### src/rtl/msu_data_fetch_if.sv
// Data-track and data-file memory signals of msu_data_fetch.
// master: the fetch unit; slave: the MSU register block plus the memory behind it.
interface msu_data_fetch_if;
  logic [31:0] data_addr;
  logic        data_seek;
  logic        data_req;
  logic [7:0]  data;
  logic        data_ack;
  logic        underflow;
  logic [31:0] mem_addr;
  logic        mem_rd;
  logic [31:0] mem_rdata;
  logic        mem_valid;

  modport master (
    input  data_addr, data_seek, data_req, mem_rdata, mem_valid,
    output data, data_ack, underflow, mem_addr, mem_rd
  );

  modport slave (
    output data_addr, data_seek, data_req, mem_rdata, mem_valid,
    input  data, data_ack, underflow, mem_addr, mem_rd
  );
endinterface

### src/rtl/msu_data_fetch.sv
// MSU-1 data-track fetch: on a seek, streams 32-bit memory words into a byte
// prefetch FIFO and presents the current byte with a one-shot seek acknowledge.
module msu_data_fetch #(
  parameter int unsigned DEPTH = 16
) (
  input  logic             CLK,
  input  logic             RST,
  msu_data_fetch_if.master bus
);
  localparam int unsigned PW = $clog2(DEPTH);
  localparam int unsigned CW = PW + 1;

  typedef enum logic [1:0] {IDLE, WAIT, DISCARD} state_t;

  state_t        state;
  logic          seek_d;
  logic [1:0]    skip;
  logic [31:0]   addr_q;
  logic          rd_q;
  logic [7:0]    data_q;
  logic          ack_q;
  logic          pending_ack;
  logic          underflow_q;
  logic          head_new;
  logic [PW-1:0] wr_ptr;
  logic [PW-1:0] rd_ptr;
  logic [CW-1:0] count;
  logic [7:0]    fifo [DEPTH];

  logic          seek_edge;
  logic          push;
  logic          pop;
  logic [2:0]    push_n;
  logic [CW-1:0] count_next;

  always_comb begin
    seek_edge  = bus.data_seek & ~seek_d;
    push       = (state == WAIT) && bus.mem_valid && !seek_edge;
    push_n     = push ? (3'd4 - {1'b0, skip}) : '0;
    pop        = bus.data_req && (count != '0) && !seek_edge;
    count_next = count + CW'(push_n) - CW'(pop);
  end

  // Bytes skip..3 of the word land in consecutive FIFO slots starting at wr_ptr.
  always_ff @(posedge CLK) begin
    if (push) begin
      for (int unsigned i = 0; i < 4; i++) begin
        if (i >= 32'(skip)) begin
          fifo[wr_ptr + PW'(i - 32'(skip))] <= bus.mem_rdata[8*i +: 8];
        end
      end
    end
  end

  always_ff @(posedge CLK or posedge RST) begin
    if (RST) begin
      state       <= IDLE;
      seek_d      <= 1'b0;
      skip        <= '0;
      addr_q      <= '0;
      rd_q        <= 1'b0;
      data_q      <= '0;
      ack_q       <= 1'b0;
      pending_ack <= 1'b0;
      underflow_q <= 1'b0;
      head_new    <= 1'b0;
      wr_ptr      <= '0;
      rd_ptr      <= '0;
      count       <= '0;
    end else begin
      seek_d <= bus.data_seek;
      rd_q   <= 1'b0;
      ack_q  <= 1'b0;
      if (seek_edge) begin
        // A seek overrides any push, pop or head reload in the same cycle.
        count       <= '0;
        wr_ptr      <= '0;
        rd_ptr      <= '0;
        head_new    <= 1'b0;
        addr_q      <= {bus.data_addr[31:2], 2'b00};
        skip        <= bus.data_addr[1:0];
        underflow_q <= 1'b0;
        pending_ack <= 1'b1;
        state       <= ((state != IDLE) && !bus.mem_valid) ? DISCARD : IDLE;
      end else begin
        count <= count_next;
        if (push) wr_ptr <= wr_ptr + PW'(push_n);
        if (pop) rd_ptr <= rd_ptr + PW'(1);
        if (bus.data_req && (count == '0)) underflow_q <= 1'b1;
        head_new <= (pop && (count_next != '0)) || (push && (count == '0));
        if (head_new) begin
          data_q <= fifo[rd_ptr];
          if (pending_ack) begin
            ack_q       <= 1'b1;
            pending_ack <= 1'b0;
          end
        end
        case (state)
          IDLE: begin
            if ((CW'(DEPTH) - count) >= CW'(4)) begin
              rd_q  <= 1'b1;
              state <= WAIT;
            end
          end
          WAIT: begin
            if (bus.mem_valid) begin
              skip   <= '0;
              addr_q <= addr_q + 32'd4;
              state  <= IDLE;
            end
          end
          DISCARD: begin
            if (bus.mem_valid) state <= IDLE;
          end
          default: state <= IDLE;
        endcase
      end
    end
  end

  assign bus.data      = data_q;
  assign bus.data_ack  = ack_q;
  assign bus.underflow = underflow_q;
  assign bus.mem_addr  = addr_q;
  assign bus.mem_rd    = rd_q;
endmodule

### src/flat_wrapper.sv
// flat-port wrapper written by rule: the top's interface ports become plain ports
module msu_data_fetch_flat 
#(
  parameter int unsigned DEPTH = 16
)
  (CLK, RST, bus_data_addr, bus_data_seek, bus_data_req, bus_mem_rdata, bus_mem_valid, bus_data, bus_data_ack, bus_underflow, bus_mem_addr, bus_mem_rd);
  msu_data_fetch_if bus_i ();
  input  logic CLK;
  input  logic RST;
  input wire logic [$bits(bus_i.data_addr)-1:0] bus_data_addr;
  input wire logic [$bits(bus_i.data_seek)-1:0] bus_data_seek;
  input wire logic [$bits(bus_i.data_req)-1:0] bus_data_req;
  input wire logic [$bits(bus_i.mem_rdata)-1:0] bus_mem_rdata;
  input wire logic [$bits(bus_i.mem_valid)-1:0] bus_mem_valid;
  output wire logic [$bits(bus_i.data)-1:0] bus_data;
  output wire logic [$bits(bus_i.data_ack)-1:0] bus_data_ack;
  output wire logic [$bits(bus_i.underflow)-1:0] bus_underflow;
  output wire logic [$bits(bus_i.mem_addr)-1:0] bus_mem_addr;
  output wire logic [$bits(bus_i.mem_rd)-1:0] bus_mem_rd;
  assign bus_i.data_addr = bus_data_addr;
  assign bus_i.data_seek = bus_data_seek;
  assign bus_i.data_req = bus_data_req;
  assign bus_i.mem_rdata = bus_mem_rdata;
  assign bus_i.mem_valid = bus_mem_valid;
  assign bus_data = bus_i.data;
  assign bus_data_ack = bus_i.data_ack;
  assign bus_underflow = bus_i.underflow;
  assign bus_mem_addr = bus_i.mem_addr;
  assign bus_mem_rd = bus_i.mem_rd;
  msu_data_fetch #(.DEPTH(DEPTH)) u_core (.CLK(CLK), .RST(RST), .bus(bus_i));
endmodule
### config.mk
export PLATFORM = sky130hd
export DESIGN_NAME = msu_data_fetch_flat
export DESIGN_NICKNAME = d
export VERILOG_FILES = /design/src/rtl/msu_data_fetch_if.sv /design/src/rtl/msu_data_fetch.sv /design/src/flat_wrapper.sv
export SDC_FILE = /design/constraint.sdc
export NUM_CORES = 1
export LEC_CHECK = 0
export CAP_MARGIN = 10
export CORE_ASPECT_RATIO = 0.7
export CORE_MARGIN = 3
export CORE_UTILIZATION = 50
export CTS_CLUSTER_DIAMETER = 150
export DETAILED_ROUTE_END_ITERATION = 10
export PLACE_DENSITY = 0.68
export REMOVE_ABC_BUFFERS = 1
export SYNTH_ARGS = -nofsm -noshare
export SYNTH_HDL_FRONTEND = slang
export SYNTH_SLANG_ARGS = --single-unit
### constraint.sdc
create_clock -name CLK -period 6.2 [get_ports CLK]
set_input_delay 0.62 -clock CLK [delete_from_list [all_inputs] [get_ports CLK]]
set_output_delay 0.62 -clock CLK [all_outputs]
set_load 0.02 [all_outputs]
==> results of run 1 <==
registers in the layout, indices dropped and copies added (netlist names), 2 cells and up:
signal,flops
u_core.fifo,128
u_core.bus.mem_addr,30
u_core.bus.data,8
u_core.count,5
u_core.rd_ptr,4
u_core.wr_ptr,4
u_core.skip,2
u_core.state,2
area by class of cell:
type | count | area, µm² | share of cell area (%)
clock inverter | 9 | 71.3 | 0.485
inverter | 36 | 135 | 0.920
timing repair buffer | 127 | 1230 | 8.35
sequential | 189 | 5370 | 36.6
tap | 325 | 407 | 2.77
multi-input combinational | 1016 | 6970 | 47.5
clock buffer | 23 | 509 | 3.47
routing by layer:
metal	track usage, %	wire (µm)	vias up
met5	0	12	-
met2	46.2	18900	961
met3	15.9	8360	179
met4	13.4	2020	2
met1	48.2	19000	5731
li1	-	-	5178
power by group through the flow:
| stage | Clock (mW) | Sequential [mW] | Combinational, mW |
|---|---|---|---|
| 6_report | 1.11 | 1.80 | 2.19 |
| 5_1_grt | 1.17 | 1.82 | 2.32 |
| 2_1_floorplan | 0 | 1.87 | 1.23 |
| 4_1_cts | 1.12 | 1.79 | 2.12 |
| 3_3_place_gp | 0 | 1.81 | 2.08 |
| 3_5_place_dp | 0 | 1.82 | 2.11 |
worst min-delay path by stage:
stage               slack [ns]  cells after the start                              to                      startpoint
floorplan                 0.45                      1  u_core.pending_ack$_DFFE_PP0P_       u_core.head_new$_DFF_PP0_
global placement          0.48                      2  u_core.bus.data[0]$_DFFE_PP0P_  u_core.bus.data[0]$_DFFE_PP0P_
detailed placement        0.49                      2  u_core.bus.data[5]$_DFFE_PP0P_  u_core.bus.data[5]$_DFFE_PP0P_
CTS                       0.50                      2  u_core.bus.data[5]$_DFFE_PP0P_  u_core.bus.data[5]$_DFFE_PP0P_
global route              0.54                      1  u_core.bus.data[4]$_DFFE_PP0P_  u_core.bus.data[4]$_DFFE_PP0P_
finish                    0.50                      2  u_core.bus.data[5]$_DFFE_PP0P_  u_core.bus.data[5]$_DFFE_PP0P_
cells in the final DEF, fill, tap and decap left out, drive strengths merged, types with 12 or more instances in the layout:
cell,n
a21oi,91
and3,15
inv,41
a22oi,14
o21ai,86
a211oi,20
clkdlybuf4s50,109
a21o,18
and2,12
buf,18
mux2i,71
clkbuf,23
nor2b,13
edfxtp,128
dfrtp,61
nor3,25
xnor2,22
o22ai,97
ha,26
nand2,176
a31oi,46
o211ai,15
nand4,19
xor2,27
nand3,36
nor2,75
mux4,33
worst max-delay path, stage by stage, from the launching register on:
cell,delay [ns]
dfrtp_1,0.70
inv_1,0.23
ha_1,0.41
fa_1,0.55
nor2b_1,0.51
and4_1,0.41
nand4bb_1,0.55
o21ai_0,0.41
or2_2,0.34
logic make-up after synthesis:
| group | after synthesis | synth area share (%) |
|---|---|---|
| AO/OA/AOI/OAI | 419 | 20.1 |
| XOR/XNOR | 49 | 3.38 |
| adder cells (fa/ha/maj) | 32 | 3.45 |
| buffers and inverters | 140 | 4.48 |
| flip-flops | 189 | 41.6 |
| multiplexers | 106 | 11.4 |
| other | 1 | 0.0290 |
| AND/OR/NAND/NOR | 408 | 15.5 |
per-stage QoR:
stage               std cells  total power [mW]  instance area (µm²)  hold slack (ns)  utilization, %
finish                   1725              5.10                14700            0.499            58.7
global route             1725              5.31                14700            0.536            58.7
CTS                      1725              5.03                14700            0.503            58.7
detailed placement       1693              3.93                14100            0.486            56.3
global placement         1693              3.90                14100            0.479            56.3
floorplan                1241              3.10                12500            0.447               -
==> summary.md, run 1 <==
| Metric | Value |
|---|---|
| Final nets | ~1500 |
| Io pins | approximately 110 |
| Tot GR Track Use | ~34% |
| Crit-path max FO | 17 |
| Crit. Startpoint | u_core.skip[1]$_DFFE_PP0P_ |
| Yosys top cell by area | edfxtp_1 |
| Mapped cell area | ~0.013 mm² |
| WL/cell | about 28 µm |
| Setup TNS | 0 ns |
| Post-layout min period | ~4.4 ns |
| Max clock buf depth | 2 |
| Synth area leaders | edfxtp_1 (30%), dfrtp_1 (12%), mux4_2 (5.8%) |
| Worst setup SP type | flop |
| Slew margin rel. | around 18% |
| Yosys cell types | 75 |
| Area Overhead vs Synth | 13.7% |
| Fmax | about 0.23 GHz |
| Mapped Cells | approximately 1300 |
| H-tree depth | 4 |
| Post-CTS setup buffer count | 0 |
| Hold crit path type | flop to flop |
| Sw Ratio | 41.3% |
| Async SR Flop Fraction | about 32% |
| DIE AREA | 0.0278 mm² |
| Number of global-route vias before repair | roughly 11000 |
| Final WL | around 48000 µm |
| DR iter-0 viols | ~1700 |
| Die W | 198 µm |
| Worst Path Arrival | between 4 and 5 ns |
| Fillers | 2189 |
| Grt total ovfl | 0 |
| Peak VDD IR | 226 µV |
| Number of nets still failing antenna checks after routing | 0 |
| Max_cap viols | 0 |
| Reg power frac | a little over a third |
| Register area share after synthesis | 41.6% |
| Gp weighted congestion | approximately 1.1 |
| Post-Place Setup Slack | 1.96 ns |
| Sw Pwr | 2.10 mW |
| Effective utilization at floorplan | 51.6% |
| Worst R2R Setup Slack | between 1.5 and 2 ns |
| Total core area | approximately 0.025 mm² |
| Clk Latency, worst-skew pair | about 0.47 ns |
| Final Hold Fails | 0 |
| P_int | between 2 and 3 mW |
| Clock Power Share | a little over a fifth |
| Main synth FF type | edfxtp_1 |
| Worst EP required | between 6 and 7 ns |
| Clk slew on worst S/H paths | around 0.07 ns |
| RSZ-0062 raised after global routing | no |
| Post-synthesis average cell area | 9.61 µm² |
| Clock Root Buffer | clkbuf_16 |
| Tightest Pin Transition | 1.22 ns |
| #FFs+latches synth | 189 |
| Synth warnings | 0 |
| Number of synthesized flops with an enable pin | approximately 130 |
| CTS buffer count | 17 |
| Global-route wire length before repair | 71400 µm |
| # diodes | 0 |
| Post-CTS Resized | 0 |
| Worst r2r dst | u_core.fifo[12][2]$_DFFE_PP_ |
| Hold_buf cts | 0 |
| PD cells | around 350 mW/mm² |
| P_leak | 5.22 nW |
| Skew final | between 0.015 and 0.02 ns |
| Final Cycle Share | 71.2% |
| DP Wirelength | approximately 34000 µm |
| Synth top cells by count | nand2_1 (173), edfxtp_1 (128), o22ai_1 (97) |
| Routed vias | ~12000 |
| # DRC | 0 |
| CTS Sinks | about 190 |
| Die extent in y | approximately 140 µm |
| CP Class | flop to flop |
| CP endpoint | u_core.fifo[12][2]$_DFFE_PP_ |
| Post-DR vias/cell | roughly 7 |
| Outcome | finished clean |
| Layout cells sized above 1 | 8.93% |
| Cell count of the worst reg-to-reg path | 8 |
| Pre-Repair DR Iteration Count | 6 |
| Row cnt | 48 |
| Count leader, synth | nand2_1 |
| Pin count of the biggest net entering global routing | between 60 and 70 |
| Initial antenna violation count | 2 |
| Combinational share of power | 42.9% |
| Top-area cell type share of the netlist area | just under 30% |
| PortBufs | between 100 and 150 |
| Max Slew Vio Count | 0 |
| TritonCTS clock tree | built |
| Critical Path End Type | flop |
| Final WS setup | between 1.5 and 2 ns |
| Reg-to-reg startpoint | u_core.skip[1]$_DFFE_PP0P_ |
| # setup viols final | 0 |
Note: power is estimated with default switching activity, not from simulation.
==> inputs of run 2 (changes only) <==
clock period = 4.3 ns   (was 6.2 ns; I/O delays follow)
==> run 2 against run 1 <==
Clock power up 46%. Total power up 47%. Worst hold slack worse by 0.18 ns. Clock skew down 0.0027 ns. Via count up 2.4%. Register-to-register slack worse by 1.3 ns. Sequential share of layout area down 0.90 points. Count of clock-buffer cells in the layout down 3. Combinational power up 52%. Sequential cell count unchanged. Non-clock buffer count up 49. First-iteration DRC count up 25%. Critical path type unchanged. Largest cell class unchanged.
==> summary.md, run 2 (synthesis results as in run 1) <==
| Metric | Value |
|---|---|
| CTS buffer count | 17 (unchanged) |
| Post-CTS setup buffer count | 0 (unchanged) |
| Worst EP required | 4.38 ns (was 6.34 ns) |
| Final Hold Fails | 0 (unchanged) |
| Critical path's largest stage delay | 0.46 ns (was 0.70 ns) |
| Io pins | 112 (unchanged) |
| Commonest non-fill, non-tap cell in the layout | nand2_1 (unchanged) |
| Most flops, register | u_core.fifo (unchanged) |
| Post-layout min period | 3.82 ns (was 4.42 ns) |
| Uppermost layer routed | met5 (unchanged) |
| Worst path bufs/invs | 1 (unchanged) |
| Post-DR vias/cell | 6.96 (was 6.99) |
| Die extent in y | 140 µm (unchanged) |
| Gp weighted congestion | 1.00 (was 1.06) |
| Hold_buf cts | 0 (unchanged) |
| Critical Path End Type | flop (unchanged) |
| Max clock buf depth | 2 (unchanged) |
| Effective utilization at floorplan | 51.6% (unchanged) |
| Pre-Repair DR Iteration Count | 8 (was 6) |
| P_leak | 5.45 nW (was 5.22 nW) |
| Initial antenna violation count | 1 (was 2) |
| Layout Utilization | 60.1% (was 58.7%) |
| Clk slew on worst S/H paths | 0.07 ns (about the same) |
| Final nets | 1537 (was 1488) |
| # DRC | 0 (unchanged) |
| CP Class | flop to flop (unchanged) |
| Skew final | 0.0137 ns (was 0.0165 ns) |
| Max Slew Vio Count | 0 (unchanged) |
| Clock Root Buffer | clkbuf_16 (unchanged) |
| CP max stage cell | or2_1 (was dfrtp_1) |
| # diodes | 0 (unchanged) |
| Hold crit path type | primary input to asynchronous set/reset pin (was flop to flop) |
| Final WL | 50600 µm (was 48300 µm) |
| Post-CTS Resized | 0 (unchanged) |
| Slew margin rel. | 12.9% (was 18.4%) |
| Total core area | 0.0250 mm² (unchanged) |
| DR WL met2 | 19900 µm (was 18900 µm) |
| RSZ-0062 raised after global routing | no (unchanged) |
| Clk Latency, worst-skew pair | 0.45 ns (was 0.47 ns) |
| DIE AREA | 0.0278 mm² (unchanged) |
| CTS Sinks | 189 (unchanged) |
| PD cells | 498 mW/mm² (was 347 mW/mm²) |
| Max_cap viols | 0 (unchanged) |
| Number of nets still failing antenna checks after routing | 0 (unchanged) |
| Number of global-route vias before repair | 11300 (about the same) |
| WL met1 | 20700 µm (was 19000 µm) |
| # setup viols final | 0 (unchanged) |
| Layout cells sized above 1 | 11.9% (was 8.93%) |
| TritonCTS clock tree | built (unchanged) |
| Fmax | 0.262 GHz (was 0.226 GHz) |
| Largest register FFs | 128 (unchanged) |
| Outcome | finished clean (unchanged) |
| Met3 WL | 7560 µm (was 8360 µm) |
| Tot GR Track Use | 35.9% (was 34.4%) |
| DP Wirelength | 36300 µm (was 33600 µm) |
| DR iter-0 viols | 2067 (was 1652) |
| PortBufs | 109 (unchanged) |
| Die W | 198 µm (unchanged) |
| Worst setup SP type | flop (unchanged) |
| Delay-heaviest family, CP | simple AND/OR/NAND/NOR gates (unchanged) |
| Row cnt | 48 (unchanged) |
| Final Cycle Share | 88.7% (was 71.2%) |
| Grt total ovfl | 0 (unchanged) |
| Setup TNS | 0 ns (unchanged) |
| Worst Path Arrival | 3.90 ns (was 4.56 ns) |
| Cell Chain, Critical Path | buf_4 > ha_1 > ha_1 > a21oi_1 > and3_1 > or2_1 > nand4_2 > and2_1 > o211ai_1 (was inv_1 > ha_1 > fa_1 > nor2b_1 > and4_1 > nand4bb_1 > o21ai_0 > or2_2) |
| Pin count of the biggest net entering global routing | 63 (was 62) |
| Tightest Pin Transition | 1.30 ns (was 1.22 ns) |
| Crit-path max FO | 16 (was 17) |
| Global-route wire length before repair | 73800 µm (was 71400 µm) |
| H-tree depth | 4 (unchanged) |
| Cell repeated most along the worst path | ha_1 |
| Area Overhead vs Synth | 16.6% (was 13.7%) |
| WL/cell | 28.5 µm (was 28.0 µm) |
| Routed vias | 12300 (was 12100) |
| Peak VDD IR | 328 µV (was 226 µV) |
| Commonest non-fill, non-tap cells in the layout | nand2_1 (173), edfxtp_1 (128), clkdlybuf4s50_1 (109) (unchanged) |
[run 2: cell count changes in the layout (fill, tap and decap cells not counted), sizes merged]
cell / delta
clkbuf: -3
bufinv: +2
buf: +49
clkinvlp: +2
inv: -1
[run 2: worst paths after layout]
| kind | startpoint | endpoint | slack (ns) | cells past startpoint |
|---|---|---|---|---|
| worst max-delay path | u_core.skip[1]$_DFFE_PP0P_ | u_core.fifo[1][6]$_DFFE_PP_ | 0.48 | 9 |
| max in group asynchronous | RST | u_core.rd_ptr[0]$_DFFE_PP0P_ | 3.03 | 3 |
| worst min-delay path | RST | u_core.bus.mem_addr[13]$_DFFE_PP0P_ | 0.32 | 2 |
| min in group CLK | bus_data_seek | u_core.seek_d$_DFF_PP0_ | 0.49 | 1 |
| worst min register to register | u_core.pending_ack$_DFFE_PP0P_ | u_core.bus.data_ack$_DFF_PP0_ | 0.50 | 2 |
| worst max register to register | u_core.skip[1]$_DFFE_PP0P_ | u_core.fifo[1][6]$_DFFE_PP_ | 0.48 | 9 |
[run 2: cell type report]
type                       instances  area, µm²
tap                              325        407
multi-input combinational       1016       6970
clock inverter                    12        135
sequential                       189       5370
fill                            2137       9980
inverter                          36        135
timing repair buffer             176       1590
clock buffer                      20        447
[run 2: worst reg2reg max path, delay by kind of cell (launching register included)]
kind | cells | cell delay (ns)
AOI/OAI and AO/OA | 2 | 0.73
adders and majority gates | 2 | 0.64
buffers and inverters | 1 | 0.19
DFF | 1 | 0.37
and+or+nand+nor | 4 | 1.51
[run 2: metal layers]
metal | global-route usage (%) | vias to the layer above
met2 | 48.1 | 990
met3 | 14.6 | 225
met1 | 51.6 | 5854
met4 | 13.8 | 2
li1 | - | 5273
met5 | 0 | -
[run 2: stage by stage]
stage / worst slack (ns) / total power [mW] / instance area (µm²) / std cells / hold slack [ns]
after floorplan: 0.847 / 4.47 / 12500 / 1241 / 0.447
final: 0.485 / 7.51 / 15100 / 1774 / 0.316
after global routing: 0.211 / 7.82 / 15100 / 1774 / 0.360
after CTS: 0.537 / 7.41 / 15100 / 1774 / 0.331
after detailed placement: 0.542 / 5.81 / 14500 / 1742 / 0.485
after global placement: 0.643 / 5.76 / 14500 / 1742 / 0.476
[run 2: report_power, final]
group | switching, mW | internal, mW
clock network | 0.743 | 0.879
registers | 0.267 | 2.30
logic | 2.06 | 1.26
